`src/rtl/debug_display_ctrl.sv`:
```
// Debug display: selects one of NCH monitored channels (manual or auto-scroll) and shows it on
// active-low 7-segment digits; also debounces a single-step pushbutton into a one-cycle pulse.
module debug_display_ctrl #(
  parameter int unsigned NCH           = 8,
  parameter int unsigned W             = 16,
  parameter int unsigned DEB_CYCLES    = 500000,
  parameter int unsigned SCROLL_CYCLES = 50000000,
  localparam int unsigned NDIG         = W / 4,
  localparam int unsigned IW           = $clog2(NCH)
) (
  input  logic                clk_i,
  input  logic                rst_i,
  input  logic [NCH*W-1:0]    ch_data_i,
  input  logic [IW-1:0]       sel_i,
  input  logic                mode_i,
  input  logic                hold_i,
  input  logic                step_key_i,
  output logic [NDIG*7-1:0]   hex_o,
  output logic [IW-1:0]       ch_idx_o,
  output logic                step_pulse_o
);

  localparam int unsigned DW = $clog2(DEB_CYCLES + 1);
  localparam int unsigned SW = (SCROLL_CYCLES > 1) ? $clog2(SCROLL_CYCLES) : 1;

  logic          key_s1_q, key_s2_q;
  logic          key_db_q, key_db_d;
  logic          key_db_dly_q;
  logic [DW-1:0] deb_cnt_q, deb_cnt_d;
  logic          step_pulse_q, step_pulse_d;
  logic          mode_q;
  logic [SW-1:0] scroll_q, scroll_d;
  logic [IW-1:0] ch_idx_q, ch_idx_d;
  logic [W-1:0]  disp_q, disp_d;

  // Debounce: count consecutive cycles the synchronized key disagrees with the debounced level.
  always_comb begin
    deb_cnt_d = '0;
    key_db_d  = key_db_q;
    if (key_s2_q != key_db_q) begin
      if (deb_cnt_q == DW'(DEB_CYCLES - 1)) begin
        key_db_d = key_s2_q;
      end else begin
        deb_cnt_d = deb_cnt_q + 1'b1;
      end
    end
  end

  // Press is the 1->0 edge of the debounced level, seen one cycle after it happens.
  assign step_pulse_d = key_db_dly_q & ~key_db_q;

  always_comb begin
    ch_idx_d = ch_idx_q;
    scroll_d = '0;
    if (!mode_i) begin
      ch_idx_d = (32'(sel_i) < NCH) ? sel_i : '0;
    end else if (mode_q) begin
      // First auto cycle (mode_q low) leaves the counter cleared and the index untouched.
      if (scroll_q == SW'(SCROLL_CYCLES - 1)) begin
        ch_idx_d = (32'(ch_idx_q) == NCH - 1) ? '0 : ch_idx_q + 1'b1;
      end else begin
        scroll_d = scroll_q + 1'b1;
      end
    end
  end

  assign disp_d = hold_i ? disp_q : ch_data_i[32'(ch_idx_q) * W +: W];

  always_ff @(posedge clk_i) begin
    if (rst_i) begin
      key_s1_q     <= 1'b1;
      key_s2_q     <= 1'b1;
      key_db_q     <= 1'b1;
      key_db_dly_q <= 1'b1;
      deb_cnt_q    <= '0;
      step_pulse_q <= 1'b0;
      mode_q       <= 1'b0;
      scroll_q     <= '0;
      ch_idx_q     <= '0;
      disp_q       <= '0;
    end else begin
      key_s1_q     <= step_key_i;
      key_s2_q     <= key_s1_q;
      key_db_q     <= key_db_d;
      key_db_dly_q <= key_db_q;
      deb_cnt_q    <= deb_cnt_d;
      step_pulse_q <= step_pulse_d;
      mode_q       <= mode_i;
      scroll_q     <= scroll_d;
      ch_idx_q     <= ch_idx_d;
      disp_q       <= disp_d;
    end
  end

  function automatic logic [6:0] seg7(input logic [3:0] n);
    logic [6:0] s;
    unique case (n)
      4'h0: s = 7'b1000000;
      4'h1: s = 7'b1111001;
      4'h2: s = 7'b0100100;
      4'h3: s = 7'b0110000;
      4'h4: s = 7'b0011001;
      4'h5: s = 7'b0010010;
      4'h6: s = 7'b0000010;
      4'h7: s = 7'b1111000;
      4'h8: s = 7'b0000000;
      4'h9: s = 7'b0010000;
      4'hA: s = 7'b0001000;
      4'hB: s = 7'b0000011;
      4'hC: s = 7'b1000110;
      4'hD: s = 7'b0100001;
      4'hE: s = 7'b0000110;
      4'hF: s = 7'b0001110;
    endcase
    return s;
  endfunction

  for (genvar k = 0; k < NDIG; k++) begin : g_digit
    assign hex_o[7*k +: 7] = seg7(disp_q[4*k +: 4]);
  end

  assign ch_idx_o     = ch_idx_q;
  assign step_pulse_o = step_pulse_q;

endmodule

```
`config.mk`:
```
export PLATFORM = sky130hd
export DESIGN_NAME = debug_display_ctrl
export DESIGN_NICKNAME = d
export VERILOG_FILES = /design/src/rtl/debug_display_ctrl.sv
export SDC_FILE = /design/constraint.sdc
export NUM_CORES = 1
export LEC_CHECK = 0
export BUFFER_PORTS_ARGS = -buffer_cell sky130_fd_sc_hd__buf_2
export CORE_MARGIN = 10
export CORE_UTILIZATION = 45
export CTS_CLUSTER_SIZE = 14
export DETAILED_ROUTE_END_ITERATION = 7
export PLACE_DENSITY = 0.7
export SYNTH_ARGS = -nofsm -noshare
export SYNTH_HDL_FRONTEND = slang
export SYNTH_SLANG_ARGS = --single-unit
```
`constraint.sdc`:
```
create_clock -name clk_i -period 6.2 [get_ports clk_i]
set_clock_uncertainty 0.1 [all_clocks]
set_input_delay 0.93 -clock clk_i [delete_from_list [all_inputs] [get_ports clk_i]]
set_output_delay 0.93 -clock clk_i [all_outputs]
set_load 0.01 [all_outputs]
```
# After elaboration in Yosys (flattened, before gate mapping)
# Memory sizes are Yosys's and may differ from the RTL's. A register that Yosys moved wholly into a read port is not among the register bits.
# Cells that the tools add are included.
[word_totals] regBits=70 romBits=448 input_bits=136 out_inout_bits=32 wordCells=45 memories=4
[mem_list] memory="(no name shown)" words=16 word_bits=7 rd=1 rd_clocked_by_memory_dff=1 wr=0 line_no="97" source="unique case (n)"
[mem_list] memory="(no name shown)" words=16 word_bits=7 rd=1 rd_clocked_by_memory_dff=1 wr=0 line_no="97"
[mem_list] memory="(no name shown)" words=16 word_bits=7 rd=1 rd_clocked_by_memory_dff=1 wr=0 line_no="97"
[mem_list] memory="(no name shown)" words=16 word_bits=7 rd=1 rd_clocked_by_memory_dff=1 wr=0 line_no="97"
[op_classes] addsub=3 eq_ne=6 shift=1 mux=12 bitwise=5 reduce_logical=4
[op_table] cell="$shiftx 128x8->16" count=1
[op_table] cell="$mux 4" count=8
[op_table] cell="$add 26x1->26 const B" count=1
[op_table] cell="$eq 26x26->1 const B" count=1
[op_table] cell="$add 19x1->19 const B" count=1
[op_table] cell="$eq 19x19->1 const B" count=1
[op_table] cell="$mux 3" count=4
[op_table] cell="$ne 2x1->1 const B" count=2
[op_table] cell="$not 1->1" count=4
[op_table] cell="$reduce_and 2->1" count=2
[op_table] cell="$reduce_or 4->1" count=1
[op_table] cell="$add 3x1->3 const B" count=1
[op_table] cell="$eq 3x3->1 const B" count=1
[op_table] cell="$reduce_or 3->1" count=1
[op_table] cell="$and 1x1->1" count=1
[op_table] cell="$ne 1x1->1" count=1

# Longest topological paths before layout
[logic_depth] word_depth=5 mapped_depth=12 ltp_nobuf=9

# Least setup slack after synthesis
# No wires, ideal clock.
[synth_path] path_kind="input to register" from="input hold_i" to="register hex_o[8] (netlist name)" setup_time_ns=0.117 t_arrival_ns=2.748 required_ns=5.983 path_slack_ns=3.236 stages=9 path_buffers=2 cell_sequence="clkbuf_1 > clkbuf_1 > nand2_1 > o31a_1 > or2_2 > ha_1 > inv_1 > mux2_1 > a22o_1"
[synth_via] elab_chain_cells=2
[synth_lines] item="start: declaration" line_no="16" source="input logic hold_i,"
[synth_lines] item="$mux 4 (no line) (2 in a row)"
# No other way between the ends.
# A chain may end at the register's enable or synchronous reset.

# Worst setup path in the final report
[layout_path] from="register ch_idx_q[0], in the netlist ch_idx_o[0]" to="register hex_o[8] (netlist name)"
[layout_via] elab_chain_cells=3
[layout_lines] item="start: declaration" line_no="33" source="logic [IW-1:0] ch_idx_q, ch_idx_d;"
[layout_lines] item="start signal: assignment" line_no="90" source="ch_idx_q <= ch_idx_d;"
[layout_lines] item="$shiftx 128x8->16" line_no="67" source="assign disp_d = hold_i ? disp_q : ch_data_i[32'(ch_idx_q) * W +: W];"
[layout_lines] item="$mux 4 (no line) (2 in a row)"
# No other way between the ends.

==> run metrics <==
outcome=finished clean; Antenna Violating Nets Remaining=0; drt drc=0; later-pin clock latency in the skew report=0.35 ns; clock edge transition at the registers on the reported setup and hold paths=0.07 ns; detailed-route wire length=14.40 mm; initial core utilization=0.4608; total power of the final layout=1.538 mW; Internal Pwr Total=1.108 mW; min Tclk post-route=3.359 ns; total global routing overflow=0; power share of the clock group=0.354; post-CTS setup buffer count=0; slack of the worst reg-to-reg path=2.84 ns; storage element area=1963 µm²; arrival time reported for the critical path endpoint=3.50 ns; Max transition margin=0.2471; Max clock buf depth=2; number of fill cells=1079; htree depth=3; initial drt markers=269; number of global-route vias before repair=4829; cell area after synthesis=5558 µm²; max capacitance violation total=0; unrepaired setup endpoints after global routing=no; number of CTS-inserted buffers=9; yosys synthesis warning count=0; post-route cell area=6744 µm²; synthesized net count=732; relative contribution of sequential cells to total power=0.451; most common library cell in the layout ignoring fill and taps=sky130_fd_sc_hd__buf_2; commonest non-fill, non-tap cells in the layout=167 x sky130_fd_sc_hd__buf_2, 97 x sky130_fd_sc_hd__dfxtp_1, 54 x sky130_fd_sc_hd__nor2_1; first-pass GRT wire length=23.67 mm; multi-input gate area in the final layout=3286 µm²; Chip Height=131.1 µm; gp weighted congestion=0.8531; ratio of final minimum period to clock period=0.5418; # rows=40; count of unique library cells instantiated by Yosys=49; sequential element share of the synthesized area=0.3530; GRT Util Overall=0.1656; Combinational Power Share=0.194; setup_tns=0 ns; Sinks on Clock Net=98; area of the die=17200 µm²; count of flip-flops with a built-in enable after synthesis=0; worst-margin pin slew=1.129 ns; largest net degree at the start of global routing=39; IR drop worst, VDD=0.1590 mV; endpoints failing setup=0; Synth async-reset ratio=0; nets@finish=879; detail-routed via count per cell=5.219; maximum frequency from static timing analysis=0.2977 GHz; Area Overhead vs Synth=21.34%; startpoint-to-endpoint class of the critical path=reg -> reg; total number of vias=4645; number of flip-flops and latches in the synthesized netlist=98; cell count after synthesis=568; area of placed instances=6445 µm²; net switching power of the design=0.4305 mW; number of placed I/O pins=168; class of the tightest hold or removal check=reg -> reg; primary flip-flop cell chosen by synthesis mapping=sky130_fd_sc_hd__dfxtp_1; net switching fraction of the power=0.2799; power per cell area=228.1 nW/µm²; quantity of I/O buffers inserted on ports=167; Post-Synthesis Mean Instance Area=9.785 µm²; max-slew violations=0; final standard cell utilization of the core=0.5591; Req. time, crit path=6.34 ns; endpoint class of the critical path=flop; mean routed wirelength per cell=16.18 µm; Initial DRT Pass Iterations=4; core footprint=12060 µm²; count of final hold-check violations=0; fraction of layout cells with a size suffix above 1=0.3319; PostCTS Resize Cnt=0; critical path launch point type=flop; initial antenna violation count=2; leakage power=2.729 nW; Root Buffer=sky130_fd_sc_hd__clkbuf_16; hold-fix buffer count after cts=0; TritonCTS clock tree=done; largest driver fanout on the critical path=38; die width=131.1 µm; placed wire-length estimate=11.60 mm
[cell families after synthesis]
kind of cell,Yosys count,share of synthesized area
AOI/OAI and AO/OA,65,0.08217
and+or+nand+nor,192,0.1851
muxes,75,0.1932
adders and majority gates,28,0.06304
buffers and inverters,69,0.05898
xor gates and xnor gates,41,0.06461
DFF,98,0.3530
[power groups by stage]
stage	combinational, mW	clock, mW	sequential (mW)
2_1_floorplan	0.190	0	0.711
3_3_place_gp	0.294	0	0.708
3_5_place_dp	0.301	0	0.710
4_1_cts	0.302	0.563	0.696
5_1_grt	0.330	0.586	0.700
6_report	0.299	0.545	0.694
[layer usage]
layer	wire [µm]	GRT usage	vias up
met5	0	0	-
met3	881	0.05183	14
met1	6112	0.1934	2189
met4	155	0.04750	0
met2	7255	0.2841	131
li1	-	-	2311
[final timing paths]
check | start | endpoint | depth (start not counted)
max | ch_idx_o[0]$_SDFFE_PP0P_ | hex_o[8]$_DFF_P_ | 8
min | key_s1_q$_SDFF_PP1_ | key_s2_q$_SDFF_PP1_ | 1
max reg2reg | ch_idx_o[0]$_SDFFE_PP0P_ | hex_o[8]$_DFF_P_ | 8
min reg2reg | key_s1_q$_SDFF_PP1_ | key_s2_q$_SDFF_PP1_ | 1
[layout make-up]
| type | instances | share of cell area |
|---|---|---|
| Antenna cell | 2 | 0.0007421 |
| Clock buffer | 9 | 0.03340 |
| Clock inverter | 7 | 0.01020 |
| Inverter | 36 | 0.02004 |
| Multi-Input combinational cell | 401 | 0.4872 |
| Sequential cell | 98 | 0.2911 |
| Tap cell | 168 | 0.03117 |
| Timing Repair Buffer | 169 | 0.1262 |
[through the flow]
step / cells / hold WS [ns] / worst slack (ns)
final: 890 / 0.3133 / 2.841
after global routing: 889 / 0.3163 / 2.574
after CTS: 888 / 0.3141 / 2.784
after detailed placement: 872 / 0.3007 / 2.808
after global placement: 872 / 0.3014 / 2.899
after floorplan: 568 / 0.2895 / 3.236
[registers in the layout, summed over array words and instances (netlist names)]
signal	flops
key_db_q	1
disp_q	16
hex_o	28
mode_q	1
ch_idx_o	3
key_db_dly_q	1
scroll_q	26
deb_cnt_q	19
step_pulse_o	1
key_s2_q	1
key_s1_q	1
[cell usage after synthesis, drive strengths merged, types with 4 or more instances]
cell / instances / area (µm²)
or3: 8 / 50.05
o22ai: 16 / 100.1
or2: 11 / 68.81
mux2i: 33 / 330.3
buf: 22 / 151.4
and4: 4 / 35.03
and2: 8 / 50.05
o21ai: 7 / 35.03
o31a: 8 / 70.07
inv: 36 / 135.1
clkbuf: 11 / 41.29
nor3: 13 / 70.07
mux4: 24 / 540.5
nor3b: 8 / 60.06
nand2: 22 / 82.58
a211oi: 5 / 37.54
o2bb2ai: 9 / 78.83
nor2b: 11 / 68.82
and3: 5 / 31.28
nand2b: 6 / 37.54
ha: 28 / 350.3
nand3: 16 / 80.08
nor2: 54 / 202.7
a21oi: 11 / 55.05
dfxtp: 98 / 1962
nor4: 8 / 50.05
xnor2: 26 / 227.7
mux2: 18 / 202.7
xor2: 15 / 131.4
nand4: 10 / 62.56
[worst max-delay path, stage by stage, from the launching register on]
cell,delay [ns]
sky130_fd_sc_hd__dfxtp_2,1.08
sky130_fd_sc_hd__mux4_2,0.61
sky130_fd_sc_hd__mux2_2,0.31
sky130_fd_sc_hd__mux2i_1,0.18
sky130_fd_sc_hd__nor2_1,0.14
sky130_fd_sc_hd__ha_1,0.35
sky130_fd_sc_hd__inv_1,0.04
sky130_fd_sc_hd__mux2_1,0.27
sky130_fd_sc_hd__a22o_1,0.18
Note: power is estimated with default switching activity, not from simulation.
